<file path="config.mk">
export PLATFORM = sky130hd
export DESIGN_NAME = uart_tx
export DESIGN_NICKNAME = d
export VERILOG_FILES = /design/src/rtl/uart_pkg.sv /design/src/rtl/uart_baud_gen.sv /design/src/rtl/uart_tx.sv
export SDC_FILE = /design/constraint.sdc
export NUM_CORES = 1
export LEC_CHECK = 0
export ABC_AREA = 0
export CAP_MARGIN = 20
export CORE_ASPECT_RATIO = 1.4
export CORE_MARGIN = 1
export CORE_UTILIZATION = 53
export CTS_BUF_LIST = sky130_fd_sc_hd__clkbuf_8
export CTS_CLUSTER_DIAMETER = 100
export DETAILED_ROUTE_END_ITERATION = 12
export PLACE_DENSITY = 0.77
export SLEW_MARGIN = 20
export SYNTH_ARGS = -nofsm -noshare
export SYNTH_HDL_FRONTEND = slang
export SYNTH_HIERARCHICAL = 1
export SYNTH_SLANG_ARGS = --single-unit
</file>
<file path="constraint.sdc">
create_clock -name clk -period 2.62 [get_ports clk]
set_input_delay 0.524 -clock clk [delete_from_list [all_inputs] [get_ports clk]]
set_output_delay 0.524 -clock clk [all_outputs]
set_load 0.01 [all_outputs]
</file>
<file path="src/rtl/uart_pkg.sv">
// ============================================================================
// Module   : uart_pkg
// Purpose  : Shared types and constants for the UART transmit/receive path:
//            transmitter state encoding, default bit timing and the protocol
//            byte values exchanged with the turns/crossings controller.
// Revision : 1.0 - initial release
// ============================================================================
`default_nettype none

package uart_pkg;

  // Transmitter frame phases; PARITY is only reachable in parity builds.
  typedef enum logic [2:0] {
    IDLE   = 3'd0,
    START  = 3'd1,
    DATA   = 3'd2,
    PARITY = 3'd3,
    STOP   = 3'd4
  } tx_state_e;

  // 100 MHz system clock / 9600 baud.
  localparam int DEFAULT_CLKS_PER_BIT = 10417;

  // Protocol bytes produced by the controller.
  localparam logic [7:0] PLUS  = 8'h2B;
  localparam logic [7:0] CMD_F = 8'h46;
  localparam logic [7:0] CMD_L = 8'h4C;
  localparam logic [7:0] CMD_R = 8'h52;
  localparam logic [7:0] CMD_B = 8'h42;
  localparam logic [7:0] CMD_P = 8'h50;

endpackage

`default_nettype wire

</file>
<file path="src/rtl/uart_baud_gen.sv">
// ============================================================================
// Module   : uart_baud_gen
// Purpose  : Bit-period counter. Counts 0..CLKS_PER_BIT-1 while enabled and
//            raises tick_o for one cycle on the final count. clear_i forces
//            the count to zero so bit timing can be phase-locked to an event.
// Revision : 1.0 - initial release
// ============================================================================
`default_nettype none

module uart_baud_gen
  import uart_pkg::*;
#(
  parameter int CLKS_PER_BIT = DEFAULT_CLKS_PER_BIT
) (
  input  logic clk,
  input  logic reset,
  input  logic clear_i,
  input  logic en_i,
  output logic tick_o
);

  localparam int            CW   = (CLKS_PER_BIT > 1) ? $clog2(CLKS_PER_BIT) : 1;
  localparam logic [CW-1:0] LAST = CW'(CLKS_PER_BIT - 1);

  logic [CW-1:0] cnt_q;
  logic [CW-1:0] cnt_d;

  // Next count: clear wins, otherwise advance and wrap on the last count.
  always_comb begin
    cnt_d = cnt_q;
    if (clear_i) begin
      cnt_d = '0;
    end else if (en_i) begin
      cnt_d = (cnt_q == LAST) ? '0 : cnt_q + 1'b1;
    end
  end

  // Count register.
  always_ff @(posedge clk or posedge reset) begin
    if (reset) begin
      cnt_q <= '0;
    end else begin
      cnt_q <= cnt_d;
    end
  end

  assign tick_o = en_i && !clear_i && (cnt_q == LAST);

endmodule

`default_nettype wire

</file>
<file path="src/rtl/uart_tx.sv">
// ============================================================================
// Module   : uart_tx
// Purpose  : 8N1 UART transmitter with a valid/ready byte input. One byte in
//            flight; tx_serial is registered and idles high.
//            Build option UART_TX_PARITY_EN inserts an even-parity bit after
//            data bit 7 (11-bit frame).
// Revision : 1.0 - initial release
// ============================================================================
`default_nettype none

module uart_tx
  import uart_pkg::*;
#(
  parameter int CLKS_PER_BIT = DEFAULT_CLKS_PER_BIT  // must be >= 2
) (
  input  logic       clk,
  input  logic       reset,
  input  logic       tx_valid,
  input  logic [7:0] tx_data,
  output logic       tx_ready,
  output logic       tx_serial,
  output logic       tx_busy,
  output logic       tx_done
);

  tx_state_e  state_q, state_d;
  logic [2:0] bit_q, bit_d;
  logic [7:0] shift_q, shift_d;
  logic       serial_q, serial_d;
  logic       accept;
  logic       tick;
`ifdef UART_TX_PARITY_EN
  logic       parity_q, parity_d;
`endif

  assign accept = tx_valid && (state_q == IDLE);

  // Bit timer restarts on acceptance so the start bit is a full period.
  uart_baud_gen #(
    .CLKS_PER_BIT(CLKS_PER_BIT)
  ) u_baud (
    .clk    (clk),
    .reset  (reset),
    .clear_i(accept),
    .en_i   (state_q != IDLE),
    .tick_o (tick)
  );

  // Frame sequencing: next state, bit index, shift register and line level.
  always_comb begin
    state_d  = state_q;
    bit_d    = bit_q;
    shift_d  = shift_q;
`ifdef UART_TX_PARITY_EN
    parity_d = parity_q;
`endif
    case (state_q)
      IDLE: begin
        if (accept) begin
          state_d  = START;
          shift_d  = tx_data;
`ifdef UART_TX_PARITY_EN
          parity_d = ^tx_data;
`endif
        end
      end
      START: begin
        if (tick) begin
          state_d = DATA;
          bit_d   = 3'd0;
        end
      end
      DATA: begin
        if (tick) begin
          if (bit_q == 3'd7) begin
`ifdef UART_TX_PARITY_EN
            state_d = PARITY;
`else
            state_d = STOP;
`endif
          end else begin
            bit_d   = bit_q + 3'd1;
            shift_d = {1'b0, shift_q[7:1]};
          end
        end
      end
`ifdef UART_TX_PARITY_EN
      PARITY: begin
        if (tick) begin
          state_d = STOP;
        end
      end
`endif
      STOP: begin
        if (tick) begin
          state_d = IDLE;
        end
      end
      default: begin
        state_d = IDLE;
      end
    endcase

    // Line level is derived from the upcoming state so the output register
    // shows the new bit in the first cycle of that state.
    case (state_d)
      START:   serial_d = 1'b0;
      DATA:    serial_d = shift_d[0];
`ifdef UART_TX_PARITY_EN
      PARITY:  serial_d = parity_d;
`endif
      default: serial_d = 1'b1;
    endcase
  end

  // State and datapath registers; reset aborts any frame and drives idle.
  always_ff @(posedge clk or posedge reset) begin
    if (reset) begin
      state_q  <= IDLE;
      bit_q    <= 3'd0;
      shift_q  <= 8'h00;
      serial_q <= 1'b1;
`ifdef UART_TX_PARITY_EN
      parity_q <= 1'b0;
`endif
    end else begin
      state_q  <= state_d;
      bit_q    <= bit_d;
      shift_q  <= shift_d;
      serial_q <= serial_d;
`ifdef UART_TX_PARITY_EN
      parity_q <= parity_d;
`endif
    end
  end

  assign tx_serial = serial_q;
  assign tx_ready  = (state_q == IDLE);
  assign tx_busy   = (state_q != IDLE);
  assign tx_done   = (state_q == STOP) && tick;

endmodule

`default_nettype wire
</file>
---- After elaboration in Yosys (flattened, before gate mapping) ----
Cells that the tools add are included.
cells by class
  add/subtract/negate cells ............... 2
  eq/ne operators ......................... 11
  mux-type cells .......................... 18
  reduce and logical (&&, ||, !) cells .... 12
operator list
  cell                                                                     number
  14-bit 2-to-1 mux                                                        3
  3-bit 2-to-1 mux                                                         8
  8-bit 2-to-1 mux                                                         3
  8-bit one-hot mux with 2 select lines                                    1
  14-bit by 1-bit adder with 14-bit output, second input constant          1
  14-bit == test, second input constant                                    1
  3-bit one-hot mux with 4 select lines                                    1
  4-bit AND reduction                                                      2
  3-bit by 1-bit == test with 1-bit output, second input constant          2
  3-bit by 2-bit == test with 1-bit output, second input constant          2
  3-bit == test, second input constant                                     2
  2-bit inequality test, second input constant                             3
  3-bit one-hot mux with 2 select lines                                    1
  2-bit nonzero test                                                       3
  1-bit logical AND                                                        4
  3-bit by 1-bit adder with 3-bit output, second input constant            1
  3-bit logical NOT                                                        1
  3-bit nonzero test                                                       1
  2-bit by 1-bit inequality test with 1-bit output, second input constant  1
  1-bit one-hot mux with 2 select lines                                    1
  1-bit logical NOT                                                        1
word-level totals
  flip-flop bits (word level) ............. 29
  input port bits ......................... 11
  output and inout bits ................... 4

---- Longest topological paths before layout ----
Gate-level depths: netlist of the first run.
  depth after elaboration ................. 9
  depth in mapped cells ................... 12
  mapped depth without buffers ............ 9

---- Cells and area by module ----
The synthesis of the first run kept the hierarchy.
by module, submodules not included
  module         times used  cells an instance  area each (µm²)
  uart_baud_gen  1           105                887.1
  uart_tx        1           71                 770.7

---- Worst setup path after synthesis of the first run ----
No wires, ideal clock.
  kind .................................... reg2out
  start point ............................. reg u_baud.cnt_q[3]
  end point ............................... out tx_done
  data arrival time ....................... 2.448 ns
  setup slack ............................. -0.352 ns
  stages on the path, launching flop included .. 8
  buffers on the path ..................... 2
  cell sequence ........................... dfrtp_1 > buf_6 > or4_1 > or4_4 > buf_6 > nor2b_1 > inv_1 > nor4b_1
on the way
  cells in the longest elaborated chain, start to end .. 3
ends and longest elaborated chain
  element                 line                 RTL
  start, declared         uart_baud_gen.sv:25  logic [CW-1:0] cnt_q;
  start signal, assigned  uart_baud_gen.sv:43  cnt_q <= cnt_d;
  14-bit == test          uart_baud_gen.sv:47  assign tick_o = en_i && !clear_i && (cnt_q == LAST);
  1-bit logical AND       uart_baud_gen.sv:47
  named net tick          uart_tx.sv:31        logic tick;
  1-bit logical AND       uart_tx.sv:140       assign tx_done = (state_q == STOP) && tick;
  end, declared           uart_tx.sv:23        output logic tx_done
The timed path passes the listed nets, and every way through them passes these cells.

---- Worst setup path after layout of the first run ----
  start point ............................. reg u_baud.cnt_q[6]
  end point ............................... out tx_done
Same word-level chain as after synthesis.

==> results.json, run 1 <==
{
  "fmax_ghz": 0.363,
  "first_global_vias": 1551,
  "hold_slack_ns": 0.495,
  "overflow": 0,
  "multiInputGateArea_um2": 857,
  "ys_seq_area_frac": 0.438,
  "crit_start": "u_baud/cnt_q[6]",
  "synth_edf_count": 0,
  "ant_nets": 0,
  "seq_area_um2": 727,
  "tritoncts": "built",
  "area_growth_syn_to_layout_pct": 26.8,
  "fin_crit_ns": 2.75,
  "wire_per_inst_um": 15.8,
  "grt_pass1_wl_um": 6660,
  "port_buffers": 14,
  "numCtsBuffers": 5,
  "hpwlAfterDp_um": 2890,
  "synth_cell_types": 47,
  "dr.pass1.iters": 4,
  "ys.flop_type": "dfrtp_1",
  "clkSinkCount": 29,
  "dp_slack_ns": -0.240,
  "async_reset_ff_frac": 1.00,
  "ff2ff_setup_slack_ns": 0.18,
  "yosysTopAreaCellShare": 0.423,
  "slowest_delay_ns": 0.52,
  "vias": 1550,
  "worstRegToRegCells": 8,
  "cts_buffer_depth": 2,
  "cts.clk_slew.worst_paths_ns": 0.07,
  "hold_class": "reg -> reg",
  "netlist_top_cells_count": "dfrtp_1 (28), nand3_1 (16), a31oi_1 (15), nand2_1 (14), inv_1 (9)",
  "antenna_found_initial": 0,
  "core_mm2": 0.00291,
  "cp-start-kind": "flip-flop",
  "io_pins": 15,
  "p_total_w": 0.00146,
  "die_area_mm2": 0.00336,
  "ctsHoldBuffers": 0,
  "reg2reg_from": "u_baud/cnt_q[6]",
  "setup_slack_ns": -0.133,
  "powerDensity_mw_per_mm2": 697,
  "violations": "negative setup slack",
  "drt-vias-per-instance": 6.28,
  "worst_ep_arrival_time_ns": 2.23,
  "synth.most_common_cell": "dfrtp_1",
  "nets": 224,
  "synth.net_count": 191,
  "drt_wl_total_um": 3890,
  "cts_root_buf": "clkbuf_8",
  "synthTopCellsByArea": "dfrtp_1 (42%), a31oi_1 (5.7%), nand3_1 (4.8%), a22o_1 (3.7%), nand2_1 (3.2%)",
  "hold_violations": 0,
  "grt_max_degree": 22,
  "layout-drive-gt1-share": 0.214,
  "diodes": 0,
  "path_class": "reg -> out",
  "fin_skew_ns": 0.0108,
  "slew_headroom": 0.612,
  "n_fill_cell": 216,
  "die_y_um": 68.2,
  "clk_latency_ns": 0.29,
  "outcome": "finished, violations left",
  "path_max_fanout": 2,
  "grt_util_all_layers": 0.268,
  "syn_inst": 176,
  "cp_cell_sequence": "or4_1 > or4_4 > nor2b_4 > inv_2 > nor4b_4 > buf_2",
  "crit_slowest_cell": "or4_1",
  "rows": 23,
  "htreeDepth": 2,
  "ys_ff_latch": 29,
  "postPlaceCellArea_mm2": 0.00196,
  "drtIter0Drc": 52,
  "routabilityCongestion": 0.891,
  "rsz0062_at_grt": "true",
  "dieWidth_um": 49.3,
  "syn_area_per_cell_um2": 9.42,
  "r2r-end": "shift_q[7]",
  "synth_warnings": 6,
  "drc_errors": 0,
  "crit_path_end_kind": "primary output",
  "p_leak_nw": 0.993,
  "worstPathRequired_ns": 2.10,
  "setup.worst_path.end": "tx_done",
  "final-setup-viol-count": 1,
  "design_area_mm2": 0.00210,
  "period_share": 1.05,
  "start_util": 0.570,
  "synthesis.area_mm2": 0.00166,
  "maxCapViolations": 0,
  "slew_violations": 0,
  "worst_pin_slew_ns": 0.582,
  "synth_top_cell_by_area": "dfrtp_1",
  "ir_drop_mv": 0.663
}
registers in the layout (all words and copies together), names as in the netlist:
name          count
state_q           3
u_baud/cnt_q     14
tx_serial         1
shift_q           8
bit_q             3
worst max-delay path, delay by kind of cell (launching register included):
kind	cells	cell delay (ns)
buf+inv	2	0.23
simple gates	4	1.35
flops	1	0.38
placed cells by master (no fill, tap or decap), types with 2 or more instances in the layout:
master / instances
nor3_1: 3
or3_1: 4
buf_4: 22
o211ai_1: 4
ha_1: 4
nor2b_4: 2
nor2_1: 5
inv_2: 2
o2111ai_1: 2
nand2_1: 14
nand4_1: 6
a21oi_1: 2
dfrtp_1: 28
nand3b_1: 2
a21o_1: 6
nand3_1: 16
nor2b_1: 3
o21ai_1: 3
or4_1: 2
nor4_1: 4
bufinv_16: 2
o21ai_0: 4
clkdlybuf4s50_1: 13
clkbuf_8: 5
a31oi_1: 15
a22o_1: 7
inv_1: 8
cell type report:
type | instances | area share
Tap cell | 37 | 0.0220
Clock inverter | 3 | 0.0310
Clock buffer | 5 | 0.0327
Sequential cell | 29 | 0.346
Timing Repair Buffer | 36 | 0.143
Multi-Input combinational cell | 127 | 0.408
Inverter | 10 | 0.0179
logic make-up (layout without fill, tap and decap cells):
family                   after synthesis  after routing  share of synthesized area
AO/OA/AOI/OAI                         48             48                      0.200
adder cells (fa/ha/maj)                4              4                     0.0302
buffers and inverters                 20             54                     0.0626
flip-flops                            29             29                      0.438
multiplexers                           2              2                     0.0128
AND/OR/NAND/NOR                       73             73                      0.256
worst min path at each step:
stage | end | slack (ns) | start | cells past startpoint
2_1_floorplan | u_baud/cnt_q[0] | 0.41 | reset | 1
3_3_place_gp | shift_q[4] | 0.46 | shift_q[4] | 1
3_5_place_dp | shift_q[3] | 0.47 | shift_q[3] | 1
4_1_cts | shift_q[3] | 0.49 | shift_q[3] | 1
5_1_grt | shift_q[3] | 0.51 | shift_q[3] | 1
6_report | u_baud/cnt_q[13] | 0.49 | u_baud/cnt_q[13] | 1
report_power, final:
part,total (W),internal (W),switching [W]
clock network,0.000548,0.000377,0.000171
registers,0.000547,0.000512,0.0000349
logic,0.000369,0.000172,0.000197
routing by layer:
metal  routed length (um)  global-route usage  vias to the layer above
li1                     -                   -                      735
met1                 1530               0.286                      769
met5                    0                   0                        -
met3                  116              0.0578                        6
met2                 2200               0.485                       40
met4                   48               0.162                        0
what timing repair did:
action / 4_1_cts / 5_1_grt
endpoints found under the setup margin: 1 / 9
pin swaps: 1 / 2
setup buffers: 1 / 2
gates resized for setup: 4 / 2
per-stage QoR:
stage          cells  TNS, ns   util
2_1_floorplan    176        0      -
3_3_place_gp     238   -0.199  0.674
3_5_place_dp     238   -0.240  0.674
4_1_cts          247   -0.143  0.721
5_1_grt          247   -0.208  0.723
6_report         247   -0.133  0.723
No activity file was read; power rests on OpenSTA's default activity.
==> run 2, diff against run 1 <==
--- a/config.mk
+++ b/config.mk
@@ -13,7 +13,7 @@
 export CTS_BUF_LIST = sky130_fd_sc_hd__clkbuf_8
 export CTS_CLUSTER_DIAMETER = 100
 export DETAILED_ROUTE_END_ITERATION = 12
-export PLACE_DENSITY = 0.77
+export PLACE_DENSITY_LB_ADDON = 0.15
 export SLEW_MARGIN = 20
 export SYNTH_ARGS = -nofsm -noshare
 export SYNTH_HDL_FRONTEND = slang
==> run 2 against run 1 <==
Against the previous run:
- the flow still finishes with violations (negative setup slack)
- clock skew fell by 0.0090 ns
- register-to-register slack got worse by 0.10 ns
- combinational power barely moved
- flip-flop and latch count did not move
- global-route usage rose by 0.88 points
- sequential power barely moved
- final area fell by 1.2%
- clock power fell by 27%
- clock-buffer cell count rose by 2
- worst setup slack improved by 0.025 ns
- power fell by 10%
- largest power group is now registers
==> results.json, run 2 (same netlist as run 1, synthesis figures left out) <==
{
  "hold_depth": 1,
  "slew_violations": 0,
  "path_class": "reg -> out",
  "clkSinkCount": 29,
  "rsz0062_at_grt": "true",
  "worst_ep_arrival_time_ns": 2.20,
  "hold_violations": 0,
  "routabilityCongestion": 0.855,
  "powerDensity_mw_per_mm2": 634,
  "fin_crit_ns": 2.73,
  "dr.pass1.iters": 4,
  "numCtsBuffers": 5,
  "final_cell_mix": "dfrtp_1 (28), buf_4 (24), nand3_1 (16)",
  "htreeDepth": 2,
  "largest_register_ffs": 14,
  "r2r-end": "shift_q[7]",
  "fmax_ghz": 0.367,
  "violations": "negative setup slack",
  "worst_pin_slew_ns": 0.562,
  "largestRegisters": "u_baud/cnt_q (14), shift_q (8)",
  "fin_skew_ns": 0.00178,
  "area_growth_syn_to_layout_pct": 25.3,
  "cts_root_buf": "clkbuf_8",
  "outcome": "finished, violations left",
  "fin_util": 0.715,
  "core_mm2": 0.00291,
  "ir_drop_mv": 0.509,
  "layout-drive-gt1-share": 0.217,
  "layout_commonest_cell": "dfrtp_1",
  "overflow": 0,
  "cp-start-kind": "flip-flop",
  "worstRegToRegCells": 8,
  "crit_start": "u_baud/cnt_q[2]",
  "diodes": 0,
  "start_util": 0.570,
  "hold_slack_ns": 0.479,
  "p_total_w": 0.00132,
  "drt-vias-per-instance": 6.16,
  "antenna_found_initial": 0,
  "grt_util_all_layers": 0.276,
  "cts_buffer_depth": 2,
  "dp_slack_ns": -0.230,
  "ff2ff_setup_slack_ns": 0.08,
  "final-setup-viol-count": 1,
  "p_leak_nw": 0.987,
  "die_area_mm2": 0.00336,
  "clk_latency_ns": 0.28,
  "slew_headroom": 0.625,
  "wire_per_inst_um": 16.4,
  "cts.clk_slew.worst_paths_ns": 0.06,
  "tritoncts": "built",
  "crit_path_end_kind": "primary output",
  "setup_slack_ns": -0.108,
  "hpwlAfterDp_um": 2930,
  "rows": 23,
  "drtIter0Drc": 43,
  "drc_errors": 0,
  "dieWidth_um": 49.3,
  "worstPathRequired_ns": 2.10,
  "hold_class": "reg -> reg",
  "reg2reg_from": "u_baud/cnt_q[2]",
  "dp.cells": 239,
  "vias": 1534,
  "die_y_um": 68.2,
  "final_cell_count_no_fill": 249,
  "grt_max_degree": 22,
  "ant_nets": 0,
  "regMostFlops": "u_baud/cnt_q",
  "grt_pass1_wl_um": 6780,
  "setup.worst_path.end": "tx_done",
  "drt_wl_total_um": 4070,
  "period_share": 1.04,
  "nets": 226,
  "first_global_vias": 1502,
  "port_buffers": 14,
  "path_max_fanout": 2,
  "ctsHoldBuffers": 0,
  "maxCapViolations": 0,
  "io_pins": 15
}
## run 2: cell types whose count changed in the layout (fill, tap and decap cells not counted)
cell	before	now
buf_4	22	24
nor2b_1	3	4
nor2b_4	2	1
bufinv_16	2	0
clkbuf_8	5	7
## run 2: area by class of cell
cell class                 count  area (um^2)
fill                         217          830
timing repair buffer          38          315
multi-input combinational    127          850
inverter                      10         37.5
sequential                    29          727
tap                           37         46.3
clock buffer                   7         96.3
clock inverter                 1         5.00
## run 2: worst max-delay path, stage by stage (launching register included)
cell,delay [ns]
dfrtp_1,0.39
or4_1,0.50
or4_4,0.45
nor2b_4,0.13
inv_2,0.05
nor4b_4,0.24
buf_2,0.16
## run 2: how the worst min path moves through the flow
stage / startpoint / end
after global routing: shift_q[4] / shift_q[4]
after detailed placement: shift_q[4] / shift_q[4]
after global placement: shift_q[4] / shift_q[4]
after CTS: shift_q[4] / shift_q[4]
after floorplan: reset / u_baud/cnt_q[0]
final: shift_q[4] / shift_q[4]
## run 2: layer usage
layer,up-vias,part of all wire,track usage
li1,740,-,-
met1,727,0.39,0.289
met2,50,0.53,0.502
met3,17,0.038,0.0467
met4,0,0.043,0.202
met5,-,0,0
## run 2: through the flow
stage                     TNS [ns]  instance area [um^2]
after CTS                   -0.127                  2060
after floorplan                  0                  1680
after detailed placement    -0.230                  1970
after global placement      -0.216                  1970
final                       -0.108                  2080
after global routing        -0.202                  2080
## run 2: power breakdown
group	total [W]	switching [W]	internal [W]
sequential	0.000549	0.0000368	0.000513
clock	0.000400	0.000164	0.000237
combinational	0.000367	0.000197	0.000170
## run 2: repair_timing
action	in CTS	in global routing
pin swaps	0	1
endpoints found under the setup margin	1	7
resized for setup	4	0
setup buffers	0	2
==> run 3, diff against run 2 <==
--- a/config.mk
+++ b/config.mk
@@ -14,7 +14,6 @@
 export CTS_CLUSTER_DIAMETER = 100
 export DETAILED_ROUTE_END_ITERATION = 12
 export PLACE_DENSITY_LB_ADDON = 0.15
-export SLEW_MARGIN = 20
 export SYNTH_ARGS = -nofsm -noshare
 export SYNTH_HDL_FRONTEND = slang
 export SYNTH_HIERARCHICAL = 1
==> results of run 3 <==
No change in the layout: final DEF, timing and power equal those of run 2.
